<file path="src/rtl/alu_pkg.sv">
// Shared types and helpers for the sequential ALU: opcode and FSM encodings,
// counter width derivation and opcode classification.
package alu_pkg;

    typedef enum logic [2:0] {
        OP_ADD = 3'd0,
        OP_SUB = 3'd1,
        OP_MUL = 3'd2,
        OP_DIV = 3'd3,
        OP_MOD = 3'd4,
        OP_AND = 3'd5,
        OP_OR  = 3'd6,
        OP_XOR = 3'd7
    } alu_op_t;

    typedef enum logic [1:0] {
        IDLE = 2'd0,
        ITER = 2'd1,
        DONE = 2'd2
    } state_t;

    function automatic int cnt_width(input int width);
        return (width > 1) ? $clog2(width) : 1;
    endfunction

    function automatic logic is_divide(input alu_op_t op);
        logic r;
        case (op)
            OP_DIV, OP_MOD: r = 1'b1;
            default:        r = 1'b0;
        endcase
        return r;
    endfunction

endpackage

</file>
<file path="src/rtl/alu_muldiv_iter.sv">
// Shared iterative datapath: right-shifting shift-add multiplier and restoring
// divider over one 2*WIDTH accumulator. Exposes the post-step accumulator value.
module alu_muldiv_iter
    import alu_pkg::*;
#(
    parameter int WIDTH = 24
) (
    input  logic               clk,
    input  logic               rst_n,
    input  logic               load,
    input  logic               step,
    input  logic               mode,
    input  logic [WIDTH-1:0]   a,
    input  logic [WIDTH-1:0]   b,
    output logic [2*WIDTH-1:0] acc_nxt
);

    logic [WIDTH-1:0] hi_r;
    logic [WIDTH-1:0] lo_r;
    logic [WIDTH-1:0] opnd_r;
    logic             mode_r;

    logic [WIDTH:0]   sum_s;
    logic [WIDTH:0]   shl_s;
    logic [WIDTH:0]   diff_s;
    logic [WIDTH-1:0] hi_nxt_s;
    logic [WIDTH-1:0] lo_nxt_s;

    // One multiply or divide step computed from the current accumulator.
    always_comb begin
        sum_s    = {1'b0, hi_r} + (lo_r[0] ? {1'b0, opnd_r} : {(WIDTH+1){1'b0}});
        shl_s    = {hi_r, lo_r[WIDTH-1]};
        diff_s   = shl_s - {1'b0, opnd_r};
        hi_nxt_s = hi_r;
        lo_nxt_s = lo_r;
        if (mode_r) begin
            // Partial remainder stays below the divisor, so bit WIDTH of the
            // difference is a clean "did not fit" indicator.
            if (!diff_s[WIDTH]) begin
                hi_nxt_s = diff_s[WIDTH-1:0];
                lo_nxt_s = {lo_r[WIDTH-2:0], 1'b1};
            end else begin
                hi_nxt_s = shl_s[WIDTH-1:0];
                lo_nxt_s = {lo_r[WIDTH-2:0], 1'b0};
            end
        end else begin
            hi_nxt_s = sum_s[WIDTH:1];
            lo_nxt_s = {sum_s[0], lo_r[WIDTH-1:1]};
        end
    end

    assign acc_nxt = {hi_nxt_s, lo_nxt_s};

    // Accumulator and operand registers: load on accept, advance on step.
    always_ff @(posedge clk or negedge rst_n) begin
        if (!rst_n) begin
            hi_r   <= {WIDTH{1'b0}};
            lo_r   <= {WIDTH{1'b0}};
            opnd_r <= {WIDTH{1'b0}};
            mode_r <= 1'b0;
        end else if (load) begin
            hi_r   <= {WIDTH{1'b0}};
            lo_r   <= a;
            opnd_r <= b;
            mode_r <= mode;
        end else if (step) begin
            hi_r   <= hi_nxt_s;
            lo_r   <= lo_nxt_s;
        end
    end

endmodule

</file>
<file path="src/rtl/alu_seq.sv">
// Sequential four-flag ALU: single-cycle add/sub/logic, WIDTH-cycle iterative
// multiply/divide/modulo, registered result and N/Z/C/V flags.
module alu_seq
    import alu_pkg::*;
#(
    parameter int WIDTH = 24
) (
    input  logic             clk,
    input  logic             rst_n,
    input  logic             start,
    input  alu_op_t          op,
    input  logic [WIDTH-1:0] a,
    input  logic [WIDTH-1:0] b,
    input  logic             ci,
    output logic             busy,
    output logic             done,
    output logic [WIDTH-1:0] result,
    output logic [WIDTH-1:0] result_hi,
    output logic             negativo,
    output logic             cero,
    output logic             acarreo,
    output logic             desbordamiento
);

    localparam int CNT_W = cnt_width(WIDTH);
    localparam logic [CNT_W-1:0] CNT_LAST = CNT_W'(WIDTH - 1);

    state_t             state_r;
    state_t             state_nxt_s;
    logic [CNT_W-1:0]   cnt_r;
    alu_op_t            op_r;
    logic               busy_r;
    logic               done_r;
    logic               busy_nxt_s;
    logic               done_nxt_s;

    logic [WIDTH-1:0]   result_r;
    logic [WIDTH-1:0]   result_hi_r;
    logic               negativo_r;
    logic               cero_r;
    logic               acarreo_r;
    logic               desb_r;

    logic               accept_s;
    logic               go_iter_s;
    logic               last_s;
    logic               upd_s;
    logic [WIDTH-1:0]   res_nxt_s;
    logic [WIDTH-1:0]   hi_nxt_s;
    logic               c_nxt_s;
    logic               v_nxt_s;
    logic [WIDTH-1:0]   b_eff_s;
    logic               cin_s;
    logic [WIDTH:0]     add_s;
    logic [2*WIDTH-1:0] acc_nxt_s;
    logic [WIDTH-1:0]   acc_hi_s;
    logic [WIDTH-1:0]   acc_lo_s;

    assign accept_s  = start && (state_r != ITER);
    assign go_iter_s = accept_s && ((op == OP_MUL) || (is_divide(op) && (b != {WIDTH{1'b0}})));
    assign last_s    = (state_r == ITER) && (cnt_r == CNT_LAST);
    assign acc_hi_s  = acc_nxt_s[2*WIDTH-1:WIDTH];
    assign acc_lo_s  = acc_nxt_s[WIDTH-1:0];

    alu_muldiv_iter #(
        .WIDTH (WIDTH)
    ) u_muldiv (
        .clk     (clk),
        .rst_n   (rst_n),
        .load    (go_iter_s),
        .step    (state_r == ITER),
        .mode    (op != OP_MUL),
        .a       (a),
        .b       (b),
        .acc_nxt (acc_nxt_s)
    );

    // State register.
    always_ff @(posedge clk or negedge rst_n) begin
        if (!rst_n) begin
            state_r <= IDLE;
        end else begin
            state_r <= state_nxt_s;
        end
    end

    // Next-state logic; DONE accepts a new start just like IDLE.
    always_comb begin
        state_nxt_s = IDLE;
        case (state_r)
            IDLE, DONE: begin
                if (accept_s) begin
                    state_nxt_s = go_iter_s ? ITER : DONE;
                end else begin
                    state_nxt_s = IDLE;
                end
            end
            ITER: begin
                if (last_s) begin
                    state_nxt_s = DONE;
                end else begin
                    state_nxt_s = ITER;
                end
            end
            default: state_nxt_s = IDLE;
        endcase
    end

    // Output decode from the next state so busy/done come straight from flops.
    always_comb begin
        busy_nxt_s = 1'b0;
        done_nxt_s = 1'b0;
        case (state_nxt_s)
            ITER:    busy_nxt_s = 1'b1;
            DONE:    done_nxt_s = 1'b1;
            default: begin
                busy_nxt_s = 1'b0;
                done_nxt_s = 1'b0;
            end
        endcase
    end

    // Status flops, iteration counter and latched opcode.
    always_ff @(posedge clk or negedge rst_n) begin
        if (!rst_n) begin
            busy_r <= 1'b0;
            done_r <= 1'b0;
            cnt_r  <= {CNT_W{1'b0}};
            op_r   <= OP_ADD;
        end else begin
            busy_r <= busy_nxt_s;
            done_r <= done_nxt_s;
            if (accept_s) begin
                cnt_r <= {CNT_W{1'b0}};
                op_r  <= op;
            end else if (state_r == ITER) begin
                cnt_r <= cnt_r + CNT_W'(1);
            end
        end
    end

    // Shared adder: SUB is a + ~b + 1, carry-in only honoured for ADD.
    always_comb begin
        if (op == OP_SUB) begin
            b_eff_s = ~b;
            cin_s   = 1'b1;
        end else if (op == OP_ADD) begin
            b_eff_s = b;
            cin_s   = ci;
        end else begin
            b_eff_s = b;
            cin_s   = 1'b0;
        end
        add_s = {1'b0, a} + {1'b0, b_eff_s} + {{WIDTH{1'b0}}, cin_s};
    end

    // Result selection for single-cycle ops on accept, iterative ops on the last step.
    always_comb begin
        upd_s     = 1'b0;
        res_nxt_s = result_r;
        hi_nxt_s  = result_hi_r;
        c_nxt_s   = acarreo_r;
        v_nxt_s   = desb_r;
        if (accept_s && !go_iter_s) begin
            upd_s    = 1'b1;
            hi_nxt_s = {WIDTH{1'b0}};
            c_nxt_s  = 1'b0;
            v_nxt_s  = 1'b0;
            case (op)
                OP_ADD: begin
                    res_nxt_s = add_s[WIDTH-1:0];
                    c_nxt_s   = add_s[WIDTH];
                    v_nxt_s   = (a[WIDTH-1] == b[WIDTH-1]) && (add_s[WIDTH-1] != a[WIDTH-1]);
                end
                OP_SUB: begin
                    res_nxt_s = add_s[WIDTH-1:0];
                    c_nxt_s   = add_s[WIDTH];
                    v_nxt_s   = (a[WIDTH-1] != b[WIDTH-1]) && (add_s[WIDTH-1] != a[WIDTH-1]);
                end
                OP_DIV, OP_MOD: begin
                    // Only reached with b == 0: divide-by-zero short cut.
                    res_nxt_s = {WIDTH{1'b1}};
                    hi_nxt_s  = a;
                    v_nxt_s   = 1'b1;
                end
                OP_AND:  res_nxt_s = a & b;
                OP_OR:   res_nxt_s = a | b;
                OP_XOR:  res_nxt_s = a ^ b;
                default: res_nxt_s = {WIDTH{1'b0}};
            endcase
        end else if (last_s) begin
            upd_s   = 1'b1;
            c_nxt_s = 1'b0;
            v_nxt_s = 1'b0;
            case (op_r)
                OP_MUL: begin
                    res_nxt_s = acc_lo_s;
                    hi_nxt_s  = acc_hi_s;
                    v_nxt_s   = (acc_hi_s != {WIDTH{1'b0}});
                end
                OP_DIV: begin
                    res_nxt_s = acc_lo_s;
                    hi_nxt_s  = acc_hi_s;
                end
                OP_MOD: begin
                    res_nxt_s = acc_hi_s;
                    hi_nxt_s  = acc_lo_s;
                end
                default: begin
                    res_nxt_s = {WIDTH{1'b0}};
                    hi_nxt_s  = {WIDTH{1'b0}};
                end
            endcase
        end else begin
            upd_s = 1'b0;
        end
    end

    // Result and flag registers hold until the next completion.
    always_ff @(posedge clk or negedge rst_n) begin
        if (!rst_n) begin
            result_r    <= {WIDTH{1'b0}};
            result_hi_r <= {WIDTH{1'b0}};
            negativo_r  <= 1'b0;
            cero_r      <= 1'b0;
            acarreo_r   <= 1'b0;
            desb_r      <= 1'b0;
        end else if (upd_s) begin
            result_r    <= res_nxt_s;
            result_hi_r <= hi_nxt_s;
            negativo_r  <= res_nxt_s[WIDTH-1];
            cero_r      <= (res_nxt_s == {WIDTH{1'b0}});
            acarreo_r   <= c_nxt_s;
            desb_r      <= v_nxt_s;
        end
    end

    assign busy           = busy_r;
    assign done           = done_r;
    assign result         = result_r;
    assign result_hi      = result_hi_r;
    assign negativo       = negativo_r;
    assign cero           = cero_r;
    assign acarreo        = acarreo_r;
    assign desbordamiento = desb_r;

endmodule

</file>
<file path="config.mk">
export PLATFORM = sky130hd
export DESIGN_NAME = alu_seq
export DESIGN_NICKNAME = d
export VERILOG_FILES = /design/src/rtl/alu_pkg.sv /design/src/rtl/alu_muldiv_iter.sv /design/src/rtl/alu_seq.sv
export SDC_FILE = /design/constraint.sdc
export NUM_CORES = 1
export LEC_CHECK = 0
export CORE_ASPECT_RATIO = 1.25
export CORE_UTILIZATION = 25
export CTS_CLUSTER_DIAMETER = 120
export CTS_CLUSTER_SIZE = 30
export DETAILED_ROUTE_END_ITERATION = 12
export GPL_TIMING_DRIVEN = 0
export PLACE_DENSITY = 0.38
export SYNTH_ARGS = -nofsm -noshare
export SYNTH_HDL_FRONTEND = slang
export SYNTH_SLANG_ARGS = --single-unit
</file>
<file path="constraint.sdc">
create_clock -name clk -period 7.25 [get_ports clk]
set_input_delay 1.45 -clock clk [delete_from_list [all_inputs] [get_ports clk]]
set_output_delay 1.45 -clock clk [all_outputs]
set_load 0.1 [all_outputs]
</file>
# [Word level (Yosys, flattened, before mapping)]
# Cells that the tools add are included.
[totals] regBits=137 inputBits=55 output_inout_bits=54 word_cells=104
[classes] n_addsub=5 eq_ne=20 mux=38 n_bitwise=4 reduce_logical=22
[op_table] op="24-bit 2-to-1 mux" n=14
[op_table] op="24-bit case mux with 5 select lines" n=1
[op_table] op="24-bit case mux with 2 select lines" n=2
[op_table] op="24-bit nonzero test" n=2
[op_table] op="24-bit by 24-bit adder with 25-bit output" n=1
[op_table] op="24-bit by 25-bit adder with 25-bit output" n=1
[op_table] op="25-bit by 1-bit adder with 25-bit output" n=1
[op_table] op="25-bit by 24-bit subtractor with 25-bit output" n=1
[op_table] op="24-bit bitwise AND" n=1
[op_table] op="24-bit logical NOT" n=1
[op_table] op="24-bit inverter" n=1
[op_table] op="24-bit OR" n=1
[op_table] op="24-bit bitwise XOR" n=1
[op_table] op="3-bit == test, second input constant" n=5
[op_table] op="1-bit 2-to-1 mux" n=14
[op_table] op="3-bit by 2-bit == test with 1-bit output, second input constant" n=4
[op_table] op="5-bit 2-to-1 mux" n=2
[op_table] op="2-bit OR reduction" n=4
[op_table] op="1-bit logical AND" n=7
[op_table] op="2-bit 2-to-1 mux" n=3
[op_table] op="2-bit nonzero test" n=3
[op_table] op="5-bit by 1-bit adder with 5-bit output, second input constant" n=1
[op_table] op="5-bit == test, second input constant" n=1
[op_table] op="2-bit by 1-bit == test with 1-bit output, second input constant" n=2
[op_table] op="other kinds (13)" n=15

# [Depth between registers and ports, before layout]
# Gate-level depths: netlist of run 1.
[depth] depth_word=11 depth_mapped=21 mapped_depth_nobuf=17

# [Cells and area by module]
# Synthesis of run 1 repeated with hierarchy kept, for this count alone.
[hier_totals] cells_unflattened=1597 hier_area_um2=12972.4
[modules_own_cells] module="alu_muldiv_iter" instances=1 cells_per_inst=795 area_per_inst_um2=6486.2 seq_area_each_um2=1826.8
[modules_own_cells] module="alu_seq" instances=1 cells_per_inst=802 area_per_inst_um2=6486.2 seq_area_each_um2=1576.5

# [Worst setup path before layout of run 1]
# Ideal clock, no wire load.
[synth_path] path_type="input -> register" start="input port op[0]" end="register cero_r, in the netlist cero" setup_time_ns=0.071 arrival_time_ns=6.060 t_required_ns=7.179 path_slack_ns=1.119 cell_stages=20 n_path_buf=7 path_cell_list="clkbuf_1 -> clkbuf_1 -> clkbuf_1 -> clkbuf_1 -> and2_1 -> clkbuf_1 -> buf_1 -> xnor2_1 -> ha_1 -> clkbuf_1 -> and4_1 -> nand3_1 -> a21o_1 -> a31o_2 -> o211ai_1 -> o31ai_1 -> a221o_1 -> or3_1 -> nor4_1 -> a32o_1"
[synth_between] elab_chain_len=10 elab_cells_between_ends=25 classes_between="2 x add/sub; 7 x eq/ne; 7 x mux; 9 x reduce/logical"
[synth_lines] element="from (decl)" line_no="alu_seq.sv:11" text="input alu_op_t op,"
[synth_lines] element="parallel branches: the longest is 10 deep, another holds 24-bit by 24-bit adder with 25-bit output"
[synth_lines] element="to (signal assigned)" line_no="alu_seq.sv:232" text="cero_r <= (res_nxt_s == {WIDTH{1'b0}});"
[synth_lines] element="to (decl)" line_no="alu_seq.sv:40" text="logic cero_r;"
# Parallel ways; which one is timed is not known.
# A chain may end at the register's enable or synchronous reset.

# [Worst setup path after layout of run 1]
# Same ends and word-level chain as after synthesis.

==> results of run 1 <==
==> state kept, by name, summed over array words and instances, names as in the netlist <==
register and cells:
u_muldiv.opnd_r 24, u_muldiv.lo_r 24, cnt_r 5, acarreo 1, state_r 2, op_r 3, done 1, desbordamiento 1
busy 1, result_hi 24, u_muldiv.hi_r 24, cero 1, result 24, u_muldiv.mode_r 1
==> Yosys cell counts, types with 11 or more instances <==
library cell,number
a221oi_1,14
a22oi_1,27
xor2_1,18
nand4_1,20
and2_1,31
mux2_2,12
o22ai_1,33
ha_1,120
nand3_1,19
nand2b_1,15
dfrtp_1,136
a21o_1,24
inv_1,98
o211ai_1,12
a222oi_1,13
a31oi_1,21
mux2i_1,31
o21ai_0,115
nor2b_1,11
a21oi_1,89
xnor2_1,57
nor3_1,23
a211oi_1,16
o221ai_1,58
clkbuf_1,62
buf_1,11
nor2_1,78
nand2_1,220
==> stage by stage <==
step	hold slack [ns]	total power, mW
after floorplan	0.4559	4.785
final	0.4969	7.568
after CTS	0.4948	7.539
after detailed placement	0.4769	6.516
after global routing	0.5210	7.984
after global placement	0.4714	6.523
==> cell families after synthesis <==
| kind of cell | count (synthesis) | share of synthesized area |
|---|---|---|
| mux | 50 | 0.04243 |
| flops | 136 | 0.2659 |
| simple gates | 472 | 0.1754 |
| buf+inv | 185 | 0.05690 |
| fa+ha+maj | 124 | 0.1236 |
| xor+xnor | 75 | 0.05133 |
| compound gates | 523 | 0.2844 |
==> repair_timing <==
| item | CTS | global route |
|---|---|---|
| setup endpoints to repair | 19 | 2 |
| resized for setup | 13 | 4 |
| pin swaps | 0 | 0 |
| gates cloned | 0 | 0 |
| endpoints found under the hold margin | 0 | 0 |
==> layer usage <==
metal / vias up / GRT usage
met2: 428 / 0.4384
li1: 6061 / -
met1: 6319 / 0.3066
met3: 104 / 0.01642
met5: - / 0
met4: 0 / 0.1104
==> power groups by stage <==
stage	sequential, mW	clock (mW)	combinational (mW)
global route	1.43	1.01	5.55
floorplan	2.05	0	2.74
global placement	1.41	0	5.11
detailed placement	1.40	0	5.11
CTS	1.40	0.987	5.15
finish	1.40	0.976	5.19
==> layout make-up <==
class                      instances  share of cell area
timing repair buffer             109             0.07258
multi-input combinational       1244              0.5650
buffer                            84             0.02346
inverter                         100             0.02436
sequential                       136              0.2208
clock buffer                      17             0.02760
tap                              658             0.05342
clock inverter                    14             0.01275
==> how the worst max path moves through the flow <==
stage | start | end | slack (ns) | cells after the start
floorplan | op[0] | cero | 1.12 | 20
global placement | op[0] | cero | -2.50 | 22
detailed placement | op[0] | cero | -2.49 | 22
CTS | op[0] | cero | 0.04 | 21
global route | op[0] | cero | 0.02 | 21
finish | op[0] | cero | 0.34 | 21
==> worst max-delay path, cell delays in order <==
cell and delay [ns]:
clkdlybuf4s50_1 0.56, clkbuf_2 0.30, buf_2 0.34, buf_2 0.34, clkbuf_4 0.31, and2_4 0.27, clkbuf_4 0.28, xnor2_1 0.14
ha_1 0.24, clkbuf_1 0.20, and4_1 0.30, o2bb2ai_1 0.14, a31oi_2 0.28, nand3b_1 0.22, xnor2_1 0.27, o21ai_0 0.25
nor2_1 0.24, nor4bb_4 0.41, nand4bb_1 0.17, nor4_2 0.36, a32o_1 0.21
==> results.toml, run 1 <==
[outcome]
status = "complete, but fails checks"
violations = "max-capacitance violations, max-slew violations"

[clock_tree]
clkTransAtPathRegs_ns = 0.07
clockBufferDepth = 2
clkSinkCount = 136
clk_latency_ns = 0.45
numCtsBuffers = 17
hold_buffers = 0
cts_root_buf = "clkbuf_16"
post_cts_buffers = 0
cts_tree = "done"
htree_levels = 4

[logic_synthesis]
synth_area_leaders = "dfrtp_1 27%, ha_1 12%, nand2_1 6.5%"
yosysTopAreaCell = "dfrtp_1"
yosys_warnings = 0
synth_area_sq_um = 12800
synth_seq_cells = 136
synth-edff-count = 0
syn_nets = 1744
postSynthCellCount = 1565
ys_async_sr_fraction = 1.000
ys_seq_area_frac = 0.2659
yosysUniqueCellTypes = 90
synth.avg_cell_area_sq_um = 8.177
yosysTopAreaCellShare = 0.2659
synth_top_flop_cell = "dfrtp_1"

[critical_path]
reg2reg_depth = 10
crit_fanout = 10
cp-end-kind = "flop"
startpoint_type = "input port"
critPathArrivalTime_ns = 7.29
timing.rr.end = "cero"
reg2reg_slack_ns = 2.15
critPathKind = "input port to flop"
required_ns = 7.62
rr_startpoint = "u_muldiv.mode_r"

[placement]
hpwl_um = 53070
portBuffers = 107
gp_congestion = 0.9106
placed_area_sq_um = 14740
place_ws_ns = -2.488
dp.cells = 2332

[power]
seqPwrFrac = 0.185
power_frac_clock = 0.129
leakagePower_nw = 6.492
p_int_mw = 3.274
peakVddDrop_mv = 0.2112
power.share.switching = 0.5674
powerDensity_nw_per_um2 = 491.1
power_switching_mw = 4.294
share_comb_of_total_power = 0.686

[hold_path]
hold_start = "acarreo"
holdPathEnd = "acarreo"
min_path_type = "flop to flop"
hold_depth = 2

[layout]
design_area_sq_um = 15410
final-seq-area_sq_um = 3403
layout-drive-gt1-share = 0.06103
stdcell_count = 2362
multiInputGateArea_sq_um = 8707
final_cell_mix = "220 x nand2_1, 136 x dfrtp_1, 120 x ha_1"
final_common_cell = "nand2_1"
fillers = 5381
post-route-util = 0.3050
nNetsFinal = 1871
antenna_cells = 0
area_growth_pct = 20.42

[grt]
gr-total-overflow = 0
grt_max_degree = 106
grt_util_all_layers = 0.2476
antenna_found_initial = 1
grt_pass1_wl_um = 92030
grt_pass1_vias = 13110

[detailed_routing]
drc = 0
route.met2.wl_um = 31900
antenna_left = 0
wirelength_um = 64160
drtIter0Drc = 1108
routedWlPerCell_um = 27.16
vias_per_cell = 5.467
met3_length_um = 2317
vias = 12910
dr.pass1.iters = 5
m1WireLength_um = 27100
top_layer = "met4"

[sta]
relSlewSlack = -0.04806
clock.fmax_ghz = 0.1446
drv_slew = 10
fin_ws_ns = 0.3359
rsz0062_at_grt = "false"
timing.final.crit_share = 0.9537
final.setup.tns_ns = 0
finalSetupViolations = 0
period_needed_ns = 6.914
finalClockSkew_ns = 0.01244
worst_pin_slew_ns = 1.572
final-hold-violation-count = 0

[floorplan]
dieArea_sq_um = 52100
initial_core_util = 0.2532
fp.dieW_um = 204.4
die_h_um = 255.0
rows = 92
io_pins = 109
design.core.area_sq_um = 50530

[flow_run]
drv_cap = 1
No activity file was read; power rests on OpenSTA's default activity.
==> inputs of run 2 (changes only) <==
--- a/config.mk
+++ b/config.mk
@@ -6,12 +6,12 @@
 export NUM_CORES = 1
 export LEC_CHECK = 0
 export CORE_ASPECT_RATIO = 1.25
-export CORE_UTILIZATION = 25
+export CORE_UTILIZATION = 30
 export CTS_CLUSTER_DIAMETER = 120
 export CTS_CLUSTER_SIZE = 30
 export DETAILED_ROUTE_END_ITERATION = 12
 export GPL_TIMING_DRIVEN = 0
-export PLACE_DENSITY = 0.38
+export PLACE_DENSITY = 0.44
 export SYNTH_ARGS = -nofsm -noshare
 export SYNTH_HDL_FRONTEND = slang
 export SYNTH_SLANG_ARGS = --single-unit
==> results.toml, run 2 (synthesis results as in run 1) <==
[critical_path]
cp.depth = 21
rr_startpoint = "u_muldiv.mode_r"
cpPeakStageDelay_ns = 0.58
timing.rr.end = "cero"
crit_path_end = "cero"
critPathArrivalTime_ns = 7.55
critical_path_buf_inv_count = 7
required_ns = 7.65
crit_start = "op[0]"
reg2reg_slack_ns = 2.24
cp_cell_sequence = "clkdlybuf4s50_1 -> clkbuf_2 -> clkbuf_2 -> buf_2 -> clkbuf_4 -> and2_4 -> buf_2 -> xnor2_1 -> ha_1 -> clkbuf_1 -> and4_1 -> o2bb2ai_1 -> a31oi_1 -> nand3b_1 -> xnor2_1 -> o21ai_0 -> nor2_1 -> nor4bb_4 -> nand4bb_1 -> nor4_2 -> a32o_1"
critPathKind = "input port to flop"
crit_slowest_cell = "clkdlybuf4s50_1"
crit_fanout = 10
startpoint_type = "input port"
reg2reg_depth = 10
cp-end-kind = "flop"
crit_family = "buffers and inverters"

[layout]
nNetsFinal = 1870
area_growth_pct = 19.04
design_area_sq_um = 15230
final_common_cell = "nand2_1"
fillers = 4503
final_cell_mix = "220 x nand2_1, 136 x dfrtp_1, 120 x ha_1"
stdcell_count = 2262
layout-drive-gt1-share = 0.05872
post-route-util = 0.3624
antenna_cells = 0

[grt]
grt_util_all_layers = 0.2806
grt_max_degree = 90
gr-total-overflow = 0
top_usage_layer = "met2"
grt_pass1_vias = 12950
antenna_found_initial = 0
met2_usage = 0.4829
use_met1 = 0.3424
use_met3 = 0.03077
grt_pass1_wl_um = 88550

[sta]
relSlewSlack = 0.08107
clock.fmax_ghz = 0.1398
finalClockSkew_ns = 0.01158
finalSetupViolations = 0
worst_pin_slew_ns = 1.378
rsz0062_at_grt = "false"
drv_slew = 0
timing.final.crit_share = 0.9868
period_needed_ns = 7.154
fin_ws_ns = 0.09577
final-hold-violation-count = 0

[clock_tree]
hold_buffers = 0
clockBufferDepth = 2
post_cts_buffers = 0
ctsResizeCount = 12
htree_levels = 4
cts_tree = "done"
clkTransAtPathRegs_ns = 0.07
clkSinkCount = 136
numCtsBuffers = 17
cts_root_buf = "clkbuf_16"
clk_latency_ns = 0.46

[placement]
gp_congestion = 0.9820
placed_area_sq_um = 14600
dp.cells = 2232
place_ws_ns = -2.317
hpwl_um = 50100
portBuffers = 107

[outcome]
status = "finished clean"

[power]
total_power_mw = 7.477
powerDensity_nw_per_um2 = 490.9
peakVddDrop_mv = 0.2436
leakagePower_nw = 6.469

[floorplan]
dieArea_sq_um = 43490
design.core.area_sq_um = 42040
initial_core_util = 0.3044
io_pins = 109
rows = 84
die_h_um = 232.9
fp.dieW_um = 186.7

[detailed_routing]
antenna_left = 0
dr.pass1.iters = 6
routedWlPerCell_um = 27.13
drtIter0Drc = 1163
wirelength_um = 61370
drc = 0
vias_per_cell = 5.840
vias = 13210

[hold_path]
hold_depth = 2
min_path_type = "flop to flop"

[flow_run]
drv_cap = 0
[run 2: cell count changes in the layout (fill, tap and decap cells not counted), sizes merged]
cell / previous run / this run
clkbuf: 77 / 80
inv: 102 / 99
buf: 27 / 26
bufinv: 4 / 3
clkinv: 5 / 6
[run 2: metrics by stage]
stage | setup TNS, ns | hold slack [ns]
2_1_floorplan | 0 | 0.4559
3_3_place_gp | -237.45 | 0.4761
3_5_place_dp | -19.93 | 0.4870
4_1_cts | 0 | 0.4997
5_1_grt | 0 | 0.5028
6_report | 0 | 0.5021
[run 2: how the worst min path moves through the flow]
stage | from | endpoint
after global routing | u_muldiv.lo_r[23] | u_muldiv.lo_r[23]
after CTS | u_muldiv.lo_r[23] | u_muldiv.lo_r[23]
after detailed placement | u_muldiv.lo_r[23] | u_muldiv.lo_r[23]
after floorplan | u_muldiv.lo_r[23] | u_muldiv.lo_r[23]
after global placement | u_muldiv.lo_r[23] | u_muldiv.lo_r[23]
final | u_muldiv.lo_r[23] | u_muldiv.lo_r[23]
[run 2: cell type report]
class | count | area, sq um | area share
well taps | 559 | 699.4 | 0.04591
flip-flops and latches | 136 | 3403 | 0.2234
clock buffers | 20 | 446.7 | 0.02932
inverters | 100 | 375.4 | 0.02464
clock inverters | 11 | 148.9 | 0.009774
plain buffers | 84 | 359.1 | 0.02357
multi-input cells | 1244 | 8701 | 0.5712
repair buffers | 108 | 1100 | 0.07220
[run 2: worst reg2reg max path: cells and delay by family, from the launching register on]
family,cells,cell delay [ns]
DFF,1,0.31
buffers and inverters,6,3.57
AOI/OAI and AO/OA,2,0.39
and+or+nand+nor,2,0.62
[run 2: power by group]
part	total, mW	internal (mW)	switching [mW]	leakage [nW]
registers	1.40	1.07	0.330	1.73
logic	5.14	1.62	3.52	4.45
clock network	0.934	0.548	0.386	0.282
[run 2: routing by layer]
metal / part of all wire / vias up / wire length [um]
li1: - / 6065 / -
met1: 0.42 / 6532 / 25700
met2: 0.48 / 495 / 29520
met3: 0.046 / 117 / 2822
met4: 0.054 / 0 / 3327
met5: 0 / - / 0
==> inputs of run 3 (changes only) <==
--- a/config.mk
+++ b/config.mk
@@ -6,12 +6,12 @@
 export NUM_CORES = 1
 export LEC_CHECK = 0
 export CORE_ASPECT_RATIO = 1.25
-export CORE_UTILIZATION = 30
+export CORE_UTILIZATION = 40
 export CTS_CLUSTER_DIAMETER = 120
 export CTS_CLUSTER_SIZE = 30
 export DETAILED_ROUTE_END_ITERATION = 12
 export GPL_TIMING_DRIVEN = 0
-export PLACE_DENSITY = 0.44
+export PLACE_DENSITY = 0.56
 export SYNTH_ARGS = -nofsm -noshare
 export SYNTH_HDL_FRONTEND = slang
 export SYNTH_SLANG_ARGS = --single-unit
==> constraint.sdc (replaced) <==
create_clock -name clk -period 7.9 [get_ports clk]
set_input_delay 1.58 -clock clk [delete_from_list [all_inputs] [get_ports clk]]
set_output_delay 1.58 -clock clk [all_outputs]
set_load 0.1 [all_outputs]
==> results.toml, run 3 (synthesis results as in run 1) <==
[critical_path]
cp_cell_sequence = "clkdlybuf4s50_1 -> clkbuf_1 -> clkbuf_2 -> clkbuf_2 -> and2_2 -> buf_2 -> xnor2_1 -> ha_1 -> clkbuf_1 -> and4_1 -> o2bb2ai_1 -> a31oi_1 -> nand3b_1 -> xnor2_1 -> o21ai_0 -> nor2_1 -> nor4bb_2 -> nand4bb_1 -> nor4_1 -> a32o_1"
startpoint_type = "input port"
cpPeakStageDelay_ns = 0.59
critPathArrivalTime_ns = 8.02
reg2reg_depth = 16
critPathKind = "input port to flop"
crit_slowest_cell = "clkdlybuf4s50_1"
required_ns = 8.28
cp-end-kind = "flop"
crit_fanout = 19

[grt]
grt_pass1_vias = 12810
antenna_found_initial = 0
grt_pass1_wl_um = 81590
grt_max_degree = 92
gr-total-overflow = 0
grt_util_all_layers = 0.3408

[clock_tree]
cts_tree = "done"
post_cts_buffers = 0
clk_latency_ns = 0.44
htree_levels = 4
hold_buffers = 0
clkSinkCount = 136
clkTransAtPathRegs_ns = 0.06
clockBufferDepth = 2
cts_root_buf = "clkbuf_16"
numCtsBuffers = 17

[layout]
fillers = 3201
design_area_sq_um = 14980
stdcell_count = 2109
final_cell_mix = "220 x nand2_1, 136 x dfrtp_1, 120 x ha_1"
post-route-util = 0.4807
layout-drive-gt1-share = 0.05350
nNetsFinal = 1869
final_common_cell = "nand2_1"
area_growth_pct = 17.08

[floorplan]
design.core.area_sq_um = 31170
initial_core_util = 0.4106
dieArea_sq_um = 32720
io_pins = 109
die_h_um = 202.0
rows = 72
fp.dieW_um = 162.0

[placement]
dp.cells = 2080
placed_area_sq_um = 14410
gp_congestion = 0.9677
hpwl_um = 45090
portBuffers = 107

[detailed_routing]
wirelength_um = 55350
vias = 13260
antenna_left = 0
vias_per_cell = 6.286
drtIter0Drc = 1484
routedWlPerCell_um = 26.24
met3_length_um = 3908
dr.pass1.iters = 6
m1WireLength_um = 22050
drc = 0
route.met2.wl_um = 25850
top_layer = "met4"

[sta]
final.setup.tns_ns = 0
relSlewSlack = 0.2123
period_needed_ns = 7.640
timing.final.crit_share = 0.9671
clock.fmax_ghz = 0.1309
finalClockSkew_ns = 0.01067
worst_pin_slew_ns = 1.182
rsz0062_at_grt = "false"
drv_slew = 0
final-hold-violation-count = 0
finalSetupViolations = 0

[flow_run]
drv_cap = 0

[power]
powerDensity_nw_per_um2 = 444.4
total_power_mw = 6.659
leakagePower_nw = 6.448
peakVddDrop_mv = 0.2116

[hold_path]
hold_depth = 2
min_path_type = "flop to flop"

[outcome]
status = "finished clean"
run 3: layout make-up:
cell class / count / area, sq um / share of cell area
Clock buffer: 27 / 493.0 / 0.03290
Antenna cell: 1 / 2.502 / 0.0001670
Clock inverter: 3 / 65.06 / 0.004342
Sequential cell: 136 / 3403 / 0.2271
Inverter: 100 / 375.4 / 0.02505
Multi-Input combinational cell: 1244 / 8685 / 0.5796
Tap cell: 407 / 509.2 / 0.03399
Timing Repair Buffer: 108 / 1100 / 0.07340
Buffer: 83 / 350.3 / 0.02338
run 3: path summary, 6_finish.rpt:
| path | endpoint | from | slack, ns |
|---|---|---|---|
| worst min-delay path | acarreo | acarreo | 0.48 |
| worst max-delay path | cero | op[0] | 0.26 |
| max in group asynchronous | u_muldiv.opnd_r[22] | rst_n | 5.96 |
| min in group asynchronous | result_hi[2] | rst_n | 1.07 |
| worst min register to register | acarreo | acarreo | 0.48 |
| worst max register to register | cero | u_muldiv.lo_r[0] | 2.82 |
run 3: timing repair:
| action | CTS | global route |
|---|---|---|
| gates resized for setup | 5 | 2 |
| gates cloned | 0 | 0 |
| endpoints found under the setup margin | 6 | 2 |
| hold endpoints to repair | 0 | 0 |
run 3: critical path: cells and delay by family:
kind | cells | cell delay, ns
AO/OA/AOI/OAI | 4 | 0.97
XOR/XNOR | 2 | 0.44
adder cells (fa/ha/maj) | 1 | 0.24
buffers and inverters | 6 | 2.48
AND/OR/NAND/NOR | 7 | 2.28
run 3: routing by layer:
metal / GRT usage / vias up
met3: 0.04474 / 170
met5: 0 / -
met1: 0.4292 / 6385
li1: - / 6050
met2: 0.5498 / 652
met4: 0.2119 / 0
run 3: stage by stage:
stage,setup WS (ns),hold slack [ns]
final,0.2597,0.4815
after global routing,0.1170,0.5303
after CTS,0.03460,0.4853
after detailed placement,-1.655,0.4733
after global placement,-1.651,0.4685
after floorplan,1.639,0.4559
run 3: power breakdown:
group          total (mW)  internal [mW]  switching (mW)  leakage [nW]
clock               0.798          0.486           0.312         0.272
sequential           1.26          0.982           0.279          1.73
combinational        4.60           1.48            3.12          4.44
